### src/rtl/arb_pkg.sv
// Shared definitions for the round-robin lock arbiter: default sizing and
// conversions between one-hot vectors and requester indices.
package arb_pkg;

   localparam int DEF_N        = 4;
   localparam int DEF_MAX_HOLD = 8;
   localparam int MAX_REQ      = 16;

   function automatic logic [3:0] onehotToIdx(input logic [MAX_REQ-1:0] oh);
      logic [3:0] idx;
      idx = '0;
      for (int i = 0; i < MAX_REQ; i++) begin
         if (oh[i]) idx = 4'(i);
      end
      return idx;
   endfunction

   function automatic logic [MAX_REQ-1:0] idxToOnehot(input logic [3:0] idx);
      logic [MAX_REQ-1:0] oh;
      oh      = '0;
      oh[idx] = 1'b1;
      return oh;
   endfunction

endpackage

### src/rtl/rr_picker.sv
// Rotate-priority encoder: returns the first set request bit at or after ptr,
// wrapping from N-1 back to 0.
module rr_picker
   import arb_pkg::*;
#(
   parameter int N   = DEF_N,
   parameter int IDW = $clog2(N)
) (
   input  logic [N-1:0]   req,
   input  logic [IDW-1:0] ptr,
   output logic           found,
   output logic [IDW-1:0] winner
);

   localparam logic [IDW:0] NVAL = (IDW+1)'(N);

   logic [N-1:0]   w_rot;
   logic [N-1:0]   w_lowest;
   logic [IDW-1:0] w_off;
   logic [IDW:0]   w_sum;
   logic [IDW:0]   w_wrapped;

   // Rotate so that the requester at ptr lands on bit 0
   always_comb begin
      w_rot = '0;
      for (int i = 0; i < N; i++) begin
         int j;
         j = int'(ptr) + i;
         if (j >= N) j = j - N;
         w_rot[i] = req[IDW'(j)];
      end
   end

   assign w_lowest  = w_rot & (-w_rot);
   assign w_off     = IDW'(onehotToIdx(MAX_REQ'(w_lowest)));
   assign w_sum     = {1'b0, ptr} + {1'b0, w_off};
   assign w_wrapped = w_sum - NVAL;
   assign found     = |w_rot;
   assign winner    = (w_sum >= NVAL) ? w_wrapped[IDW-1:0] : w_sum[IDW-1:0];

endmodule

### src/rtl/lock_rr_arbiter.sv
// Round-robin arbiter whose holder may keep the grant by asserting lock, up to
// MAX_HOLD consecutive cycles before it is forced to release.
module lock_rr_arbiter
   import arb_pkg::*;
#(
   parameter int N        = DEF_N,
   parameter int MAX_HOLD = DEF_MAX_HOLD
) (
   input  logic                 clk,
   input  logic                 rst,
   input  logic [N-1:0]         req,
   input  logic [N-1:0]         lock,
   output logic [N-1:0]         grant,
   output logic                 grant_valid,
   output logic [$clog2(N)-1:0] grant_id,
   output logic                 timeout
);

   localparam int IDW = $clog2(N);
   localparam int HW  = $clog2(MAX_HOLD);
   localparam logic [HW-1:0]  CAP  = HW'(MAX_HOLD - 1);
   localparam logic [IDW-1:0] LAST = IDW'(N - 1);

   logic [N-1:0]   r_grant;
   logic           r_valid;
   logic [IDW-1:0] r_grantId;
   logic           r_timeout;
   logic [IDW-1:0] r_ptr;
   logic [HW-1:0]  r_holdCnt;

   logic [N-1:0]   w_nextGrant;
   logic           w_nextValid;
   logic [IDW-1:0] w_nextGrantId;
   logic           w_nextTimeout;
   logic [IDW-1:0] w_nextPtr;
   logic [HW-1:0]  w_nextHoldCnt;

   logic           w_found;
   logic [IDW-1:0] w_winner;
   logic           w_holdReq;

   rr_picker #(.N(N), .IDW(IDW)) u_picker (
      .req    (req),
      .ptr    (r_ptr),
      .found  (w_found),
      .winner (w_winner)
   );

   assign w_holdReq = r_valid & req[r_grantId] & lock[r_grantId];

   // Keep while the holder locks and is under its cap; otherwise re-arbitrate.
   // Reaching the release branch with w_holdReq set means the cap forced it.
   always_comb begin
      w_nextGrant   = r_grant;
      w_nextValid   = r_valid;
      w_nextGrantId = r_grantId;
      w_nextTimeout = 1'b0;
      w_nextPtr     = r_ptr;
      w_nextHoldCnt = r_holdCnt;
      if (w_holdReq && (r_holdCnt != CAP)) begin
         w_nextHoldCnt = r_holdCnt + 1'b1;
      end else if (w_found) begin
         w_nextGrant   = N'(idxToOnehot(4'(w_winner)));
         w_nextValid   = 1'b1;
         w_nextGrantId = w_winner;
         w_nextTimeout = w_holdReq;
         w_nextPtr     = (w_winner == LAST) ? '0 : w_winner + 1'b1;
         w_nextHoldCnt = '0;
      end else begin
         w_nextGrant   = '0;
         w_nextValid   = 1'b0;
      end
   end

   always_ff @(posedge clk) begin
      if (rst) begin
         r_grant   <= '0;
         r_valid   <= 1'b0;
         r_grantId <= '0;
         r_timeout <= 1'b0;
         r_ptr     <= '0;
         r_holdCnt <= '0;
      end else begin
         r_grant   <= w_nextGrant;
         r_valid   <= w_nextValid;
         r_grantId <= w_nextGrantId;
         r_timeout <= w_nextTimeout;
         r_ptr     <= w_nextPtr;
         r_holdCnt <= w_nextHoldCnt;
      end
   end

   assign grant       = r_grant;
   assign grant_valid = r_valid;
   assign grant_id    = r_grantId;
   assign timeout     = r_timeout;

endmodule

### config.mk
export PLATFORM = sky130hd
export DESIGN_NAME = lock_rr_arbiter
export DESIGN_NICKNAME = d
export VERILOG_FILES = /design/src/rtl/arb_pkg.sv /design/src/rtl/rr_picker.sv /design/src/rtl/lock_rr_arbiter.sv
export SDC_FILE = /design/constraint.sdc
export NUM_CORES = 1
export LEC_CHECK = 0
export BUFFER_PORTS_ARGS = -buffer_cell sky130_fd_sc_hd__buf_2
export CAP_MARGIN = 20
export CORE_AREA = 2 2 58 60
export DETAILED_ROUTE_END_ITERATION = 8
export DIE_AREA = 0 0 60 62
export GPL_TIMING_DRIVEN = 0
export PLACE_DENSITY = 0.45
export SYNTH_ARGS = -nofsm -noshare
export SYNTH_HDL_FRONTEND = slang
export SYNTH_HIERARCHICAL = 1
export SYNTH_SLANG_ARGS = --single-unit
### constraint.sdc
create_clock -name clk -period 3.9 [get_ports clk]
set_input_delay 0.195 -clock clk [delete_from_list [all_inputs] [get_ports clk]]
set_output_delay 0.195 -clock clk [all_outputs]
set_load 0.03 [all_outputs]
==> impl_results.md, run 1 <==
- Die W: 60 um
- Yosys warns: 6
- Area fraction of the dominant cell type after synthesis: 29.42%
- Vias in the first global route: 726
- CP startpoint: r_ptr[0]
- Pint: 0.3415 mW
- Vias post-DR: 803
- Seq. cell area: 260.3 um2
- Critical path class: reg -> reg
- DRT Wirelength: 1.932 mm
- Hold Path Class: in -> reg
- Port buffer count: 17
- Post-detailed-route DRC marker count: 0
- Clock group share of total power: 14.0%
- Worst skew pair latency: 0.28 ns
- Largest net degree at the start of global routing: 11
- Switching share of power: 44.52%
- Inserted Diodes: 0
- Yosys reg bits: 13
- Max-cap violations: 0
- Num rows: 21
- Routed WL per cell: 11.23 um
- Worst endpoint required time: 4.06 ns
- Pwr Density: 584.2 mW/mm2
- Post-layout net count: 144
- Max VDD drop: 0.3014 mV
- Setup bufs post-CTS: 0
- Hold buffers post-CTS: 0
- CTS Buf Count: 3
- Clock buffer depth: 2
- Final setup fails: 0
- RePlAce Congestion: 0.7226
- Post-Syn Instances: 105
- Root Buffer Master: clkbuf_4
- Die area: 0.003720 mm2
- Number of fill cells in the layout: 352
- Outcome: complete, no violations
- Core Region: 0.003179 mm2
- Initial antenna violation count: 0
- Unrepaired setup endpoints after global routing: no
- Design Power: 0.6155 mW
- Crit start category: flip-flop
- Seq pwr share: 32.6%
- Initial core utilization: 27.82%
- Crit path max fanout: 10
- Setup Skew: 0.01185 ns
- Clock sinks: 13
- Syn Nets: 122
- Gr ovfl total: 0
- Via density: 4.669
- Area growth from synthesis to layout: 19.09%
- Final Cycle Share: 59.34%
- Synth Cell Area: 884.6 um2
- Detail Route Antenna Nets: 0
- Hpwl dp: 1.464 mm
- Library cells used by synthesis: 31
- IO Count: 18
- Worst Min Path Start: rst
- Setup TNS: 0 ns
- Worst slew pin tran: 0.4398 ns
- DRT iter0 DRCs: 16
- Slew HR: 70.68%
- Final min period: 2.314 ns
- Worst setup EP type: flip-flop
- Area occupied by multi-input gates: 584.3 um2
- Chip height: 62 um
- Max-slew violations: 0
- Sequential cell area fraction in the yosys report: 29.42%
- Fin. Hold Viols: 0
- Avg Cell Area, Syn: 8.425 um2
- Arrival @ worst endpoint: 2.48 ns
- H-tree levels: 1
- NetSw: 0.2740 mW
- Reg clk slew, reported paths: 0.08 ns
- Cell taking the most area after synthesis: dfxtp_1
- First-pass GRT wire length: 3.367 mm
- DR pass1 iterations: 4
- Synth area leaders: dfxtp_1 29%, ha_1 9.9%, o211ai_1 6.8%
- R2r startpoint: r_ptr[0]
- Gr usage total: 12.02%
- Post-CTS sizing: 0
- Fmax: 432.1 MHz
- CTS tree: built
- Layout cells sized above 1: 22.22%
- Logic gate share of total power: 53.5%
- Leakage Power: 0.4586 nW
-- routing by layer --
layer / share of wire (%) / vias up / wire [um] / GRT usage [%]
met4: 0.83 / 0 / 16 / 1.905
li1: - / 419 / - / -
met3: 4.4 / 2 / 85 / 5.176
met5: 0 / - / 0 / 0
met1: 48 / 369 / 919 / 14.86
met2: 47 / 13 / 911 / 19.88
-- cell usage after synthesis, drive strengths merged --
library cell and n:
mux4 2, o32ai 2, xnor2 1, nand2 6, xor2 1, o211ai 8, buf 3, inv 4
and3 1, and2 4, nor2b 2, a32oi 1, clkbuf 2, nand2b 9, nor3 3, ha 7
a21oi 11, mux2 1, nand3 6, nor4 1, nand4b 1, mux2i 3, o21ai 1, or3 1
nor2 11, dfxtp 13
-- worst paths after layout --
| check | slack (ns) | depth (start not counted) | to |
|---|---|---|---|
| setup / recovery | 1.59 | 10 | r_ptr[0] |
| hold / removal | 0.26 | 3 | grant_id[0] |
| setup reg to reg | 1.59 | 10 | r_ptr[0] |
| hold reg to reg | 0.47 | 2 | grant[3] |
-- through the flow --
stage	hold WS (ns)	instance area (um2)	setup slack, ns	std cells	util [%]
after floorplan	0.3753	884.6	1.828	105	-
after global placement	0.4567	1027	1.632	168	32.31
after detailed placement	0.4575	1027	1.606	168	32.31
after CTS	0.2526	1054	1.569	172	33.14
after global routing	0.2771	1054	1.401	172	33.14
final	0.2612	1054	1.586	172	33.14
-- critical path: stages, from the launching register on --
cell	delay, ns
dfxtp_1	0.33
buf_2	0.18
and3_2	0.18
o21ai_0	0.14
o211ai_1	0.12
ha_1	0.20
xor2_1	0.15
xnor2_1	0.32
ha_1	0.25
nor3_1	0.07
mux2_4	0.27
-- power by group through the flow --
stage / clock, mW / sequential, mW / combinational, mW
2_1_floorplan: 0 / 0.251 / 0.200
3_3_place_gp: 0 / 0.203 / 0.328
3_5_place_dp: 0 / 0.204 / 0.330
4_1_cts: 0.0884 / 0.202 / 0.334
5_1_grt: 0.0968 / 0.208 / 0.376
6_report: 0.0861 / 0.200 / 0.329
-- cell type report --
class                      count  area share [%]
buffer                         5           2.375
clock buffer                   4           2.494
inverter                       4           1.425
multi-input combinational     83           55.46
sequential                    13           24.70
tap                           46           5.463
timing repair buffer          17           8.076
-- layout by cell type, fill, tap and decap left out, types with 4 or more instances in the layout --
master    count
dfxtp_1      13
o211ai_1      8
nor2_1       11
nand3_1       6
nand2b_1      9
ha_1          7
nand2_1       6
a21oi_1      10
inv_1         4
buf_2        18
-- cell families after synthesis --
group | after synthesis | share of synthesized area (%)
buffers and inverters | 9 | 4.524
AOI/OAI and AO/OA | 23 | 17.82
DFF | 13 | 29.42
and+or+nand+nor | 45 | 26.17
xor gates and xnor gates | 2 | 1.981
muxes | 6 | 10.18
adders and majority gates | 7 | 9.901
-- flip-flops by register name (all words and copies together), names as in the netlist --
register	cells
grant	4
timeout	1
r_ptr	2
grant_id	2
grant_valid	1
r_holdCnt	3
Note: power is estimated with default switching activity, not from simulation.
==> run 2, diff against run 1 <==
Clock period 3.9 ns to 2.2 ns, I/O delays scaled along.
==> impl_results.md, run 2 (synthesis gave the netlist of run 1 again) <==
- Hold WS: 0.1751 ns
- Max-cap violations: 0
- Clock buffer depth: 2
- Final min period: 2.094 ns
- Vias post-DR: 806
- Root Buffer Master: clkbuf_4
- Crit path max fanout: 8
- Core Region: 0.003179 mm2
- Design Power: 1.188 mW
- Die W: 60 um
- Vias in the first global route: 732
- NetSw: 0.5122 mW
- Gr usage total: 12.07%
- Critical path class: reg -> reg
- Arrival @ worst endpoint: 2.26 ns
- IO Count: 18
- Clock group share of total power: 12.8%
- Logic gate share of total power: 56.9%
- Worst endpoint required time: 2.36 ns
- Chip height: 62 um
- Num rows: 21
- Via density: 4.606
- Hold Path Sink: grant_id[0]
- Worst Min Path Start: rst
- Hpwl dp: 1.464 mm
- Routed WL per cell: 11.15 um
- Worst R2R End: r_ptr[0]
- DR pass1 iterations: 4
- Clock sinks: 13
- Reg2Reg Depth: 10
- Reg clk slew, reported paths: 0.08 ns
- First-pass GRT wire length: 3.374 mm
- Number of fill cells in the layout: 346
- Max reg flops: 4
- Initial core utilization: 27.82%
- Post-layout net count: 147
- Worst slew pin tran: 0.4584 ns
- Reg2reg setup slack: 0.11 ns
- Port buffer count: 17
- Seq pwr share: 30.4%
- H-tree levels: 1
- DRT Wirelength: 1.951 mm
- Worst setup EP type: flip-flop
- Hold Path Class: in -> reg
- Slew HR: 69.44%
- Hold path depth: 3
- Final Cycle Share: 95.18%
- RePlAce Congestion: 0.7226
- CTS tree: built
- Detail Route Antenna Nets: 0
- Most common cell after layout, fill and taps aside: buf_2
- Die area: 0.003720 mm2
- Worst skew pair latency: 0.28 ns
- Fin. Hold Viols: 0
- Gr ovfl total: 0
- Pwr Density: 1064 mW/mm2
- Switching share of power: 43.10%
- Unrepaired setup endpoints after global routing: yes
- CTS Buf Count: 3
- Largest net degree at the start of global routing: 11
- Max-slew violations: 0
- Pint: 0.6761 mW
- Fmax: 477.6 MHz
- Initial antenna violation count: 0
- Post-detailed-route DRC marker count: 0
- Most frequent cells in the layout: 17 x buf_2, 12 x dfxtp_1, 11 x nor2_1, 10 x a21oi_1, 9 x nand2b_1
- DRT iter0 DRCs: 13
- Inserted Diodes: 0
- Outcome: complete, no violations
- Setup Skew: 0.009857 ns
- R2r startpoint: r_ptr[0]
- Max VDD drop: 0.5651 mV
- Area growth from synthesis to layout: 26.31%
- Leakage Power: 0.4808 nW
- Crit start category: flip-flop
- Final setup fails: 0
- Layout cells sized above 1: 30.23%
-- run 2: per-layer routing --
metal  routed length, um  track usage [%]
met4                  14            1.905
met1                 915            14.89
met3                  82            5.176
met2                 939            20.03
met5                   0                0
-- run 2: worst max path at each step --
stage / from / cells after the start / slack (ns) / end
detailed placement: r_ptr[0] / 10 / -0.08 / r_ptr[0]
finish: r_ptr[0] / 10 / 0.11 / r_ptr[0]
global placement: r_ptr[0] / 10 / -0.04 / r_ptr[0]
CTS: r_ptr[0] / 10 / 0.0003 / r_ptr[0]
global route: r_ptr[0] / 11 / -0.05 / r_ptr[0]
floorplan: r_ptr[0] / 10 / 0.13 / r_ptr[0]
-- run 2: worst max-delay path: stages, from the launching register on --
cell and delay [ns]:
dfxtp_2 0.34, buf_6 0.13, nor4_2 0.25, a21oi_1 0.07
o211ai_1 0.10, ha_2 0.22, xor2_2 0.17, xnor2_2 0.15
ha_2 0.23, nor3_2 0.05, mux2_4 0.26
-- run 2: stage by stage --
step / setup TNS, ns / instances / area, um2 / util (%) / worst slack, ns
2_1_floorplan: 0 / 105 / 884.6 / - / 0.1276
3_3_place_gp: -0.03989 / 168 / 1027 / 32.31 / -0.03624
3_5_place_dp: -0.1671 / 168 / 1027 / 32.31 / -0.08425
4_1_cts: 0 / 174 / 1089 / 34.24 / 0.0003448
5_1_grt: -0.1243 / 175 / 1117 / 35.14 / -0.05185
6_report: 0 / 175 / 1117 / 35.14 / 0.1061
-- run 2: layout make-up --
| cell class | count | area [um2] | share of cell area, % |
|---|---|---|---|
| buffer | 5 | 31.28 | 2.800 |
| timing repair buffer | 20 | 107.6 | 9.630 |
| clock buffer | 4 | 26.28 | 2.352 |
| inverter | 4 | 15.01 | 1.344 |
| multi-input combinational | 83 | 618.1 | 55.32 |
| tap | 46 | 57.56 | 5.151 |
| sequential | 13 | 261.5 | 23.40 |
-- run 2: what timing repair did --
action | 4_1_cts | 5_1_grt
resized for setup | 4 | 7
setup buffers | 2 | 1
pin swaps | 2 | 7
setup endpoints to repair | 4 | 6
hold buffers | 0 | 0
-- run 2: power by group through the flow --
stage	Sequential [mW]	Clock (mW)	Combinational (mW)
floorplan	0.445	0	0.355
global placement	0.360	0	0.582
detailed placement	0.362	0	0.585
CTS	0.361	0.157	0.652
global route	0.375	0.172	0.759
finish	0.361	0.152	0.676
==> run 3, diff against run 2 <==
Settings changed: REMOVE_ABC_BUFFERS from default to 1.
==> impl_results.md, run 3 (synthesis gave the netlist of run 1 again) <==
- Fin util: 32.82%
- Root Buffer Master: clkbuf_4
- Post-layout net count: 139
- Final min period: 2.065 ns
- H-tree levels: 1
- Pint: 0.6107 mW
- Worst endpoint required time: 2.36 ns
- Max reg flops: 4
- Max-slew violations: 0
- Chip height: 62 um
- Finished Cell Area: 0.001044 mm2
- Clock sinks: 13
- Arrival @ worst endpoint: 2.23 ns
- Num rows: 21
- Setup Skew: 0.004264 ns
- Clock buffer depth: 2
- Largest net degree at the start of global routing: 18
- CTS Buf Count: 3
- Design Power: 1.094 mW
- Routed WL per cell: 11.42 um
- Final setup fails: 0
- Core Region: 0.003179 mm2
- Final Cycle Share: 93.84%
- Slew HR: 55.78%
- Delay of the slowest critical-path stage: 0.45 ns
- Crit path max fanout: 12
- Clock group share of total power: 13.3%
- Seq pwr share: 34.2%
- CTS tree: built
- RePlAce Congestion: 0.7219
- Gr usage total: 11.57%
- Number of fill cells in the layout: 352
- Fin. Hold Viols: 0
- Area growth from synthesis to layout: 17.96%
- Crit path cell chain: nand2_1 > nor2_1 > a21oi_1 > o211ai_1 > ha_1 > xor2_1 > xnor2_2 > ha_1 > nor3_1 > mux2_4
- Gr ovfl total: 0
- Logic gate share of total power: 52.6%
- Pwr Density: 1048 mW/mm2
- Outcome: complete, no violations
- Hold Path Class: in -> reg
- Critical path buffers and inverters: 0
- Leakage Power: 0.4500 nW
- DRT Wirelength: 1.907 mm
- Unrepaired setup endpoints after global routing: no
- Slowest CP cell: dfxtp_2
- Port buffer count: 17
- Initial core utilization: 27.82%
- Detail Route Antenna Nets: 0
- Post-detailed-route DRC marker count: 0
- Hold WS: 0.1863 ns
- Post-place instance area: 0.001002 mm2
- Vias in the first global route: 749
- Max-cap violations: 0
- Switching share of power: 44.17%
- Inserted Diodes: 0
- Worst setup EP type: flip-flop
- Most common cell after layout, fill and taps aside: buf_2
- Initial antenna violation count: 0
- Hpwl dp: 1.455 mm
- Crit-path most repeated cell: ha_1
- Die W: 60 um
- Final std cells w/o fill: 167
- IO Count: 18
- NetSw: 0.4831 mW
- Via density: 4.802
- Worst skew pair latency: 0.27 ns
- Worst slew pin tran: 0.6619 ns
- Most frequent cells in the layout: 17 x buf_2, 12 x dfxtp_1, 11 x nor2_1, 10 x a21oi_1, 9 x nand2b_1
- Hold buffers post-CTS: 0
- Die area: 0.003720 mm2
- First-pass GRT wire length: 3.263 mm
- DR pass1 iterations: 7
- Fmax: 484.4 MHz
- Reg clk slew, reported paths: 0.08 ns
- Layout cells sized above 1: 23.14%
- Setup bufs post-CTS: 0
- Crit-path leading delay family: flip-flops
- Post-Place Cells: 163
- Max VDD drop: 0.3353 mV
- Crit start category: flip-flop
- DRT iter0 DRCs: 30
- Critical path class: reg -> reg
- Vias post-DR: 802
[run 3: area by class of cell]
type / count / area [um2] / share of cell area [%]
Sequential cell: 13 / 261.5 / 25.06
Timing Repair Buffer: 17 / 85.08 / 8.153
Multi-Input combinational cell: 83 / 598.1 / 57.31
Inverter: 4 / 15.01 / 1.439
Clock buffer: 4 / 26.28 / 2.518
Tap cell: 46 / 57.56 / 5.516
[run 3: power by group through the flow]
| stage | clock network, mW | logic (mW) | registers (mW) |
|---|---|---|---|
| finish | 0.145 | 0.575 | 0.374 |
| global route | 0.166 | 0.645 | 0.386 |
| CTS | 0.151 | 0.570 | 0.374 |
| detailed placement | 0 | 0.568 | 0.376 |
| global placement | 0 | 0.560 | 0.374 |
| floorplan | 0 | 0.332 | 0.456 |
[run 3: worst reg2reg max path, delay by kind of cell, from the launching register on]
family	cells	cell delay (ns)
fa+ha+maj	2	0.40
compound gates	2	0.22
simple gates	3	0.23
mux	1	0.26
flops	1	0.45
xor+xnor	2	0.39
[run 3: through the flow]
| stage | TNS [ns] | setup slack (ns) |
|---|---|---|
| after floorplan | 0 | 0.1852 |
| after global placement | -0.04848 | -0.03677 |
| after detailed placement | -0.01551 | -0.01028 |
| after CTS | 0 | 0.06116 |
| after global routing | 0 | 0.003428 |
| final | 0 | 0.1354 |
[run 3: layer usage]
| metal | GRT usage [%] | share of wire, % | vias up |
|---|---|---|---|
| li1 | - | - | 404 |
| met1 | 14.21 | 46 | 382 |
| met2 | 20.65 | 51 | 14 |
| met3 | 1.863 | 2.9 | 2 |
| met4 | 3.810 | 0.37 | 0 |
| met5 | 0 | 0 | - |
[run 3: path summary, 6_finish.rpt]
path,startpoint,to,slack (ns),depth (start not counted)
worst max register to register,r_ptr[0],r_ptr[0],0.14,10
worst min register to register,grant[1],grant[1],0.46,2
worst min-delay path,rst,grant_valid,0.19,2
worst max-delay path,r_ptr[0],r_ptr[0],0.14,10
[run 3: timing repair]
item                                    CTS  global route
resized for setup                         1             2
cloned                                    0             0
endpoints found under the setup margin    2             4
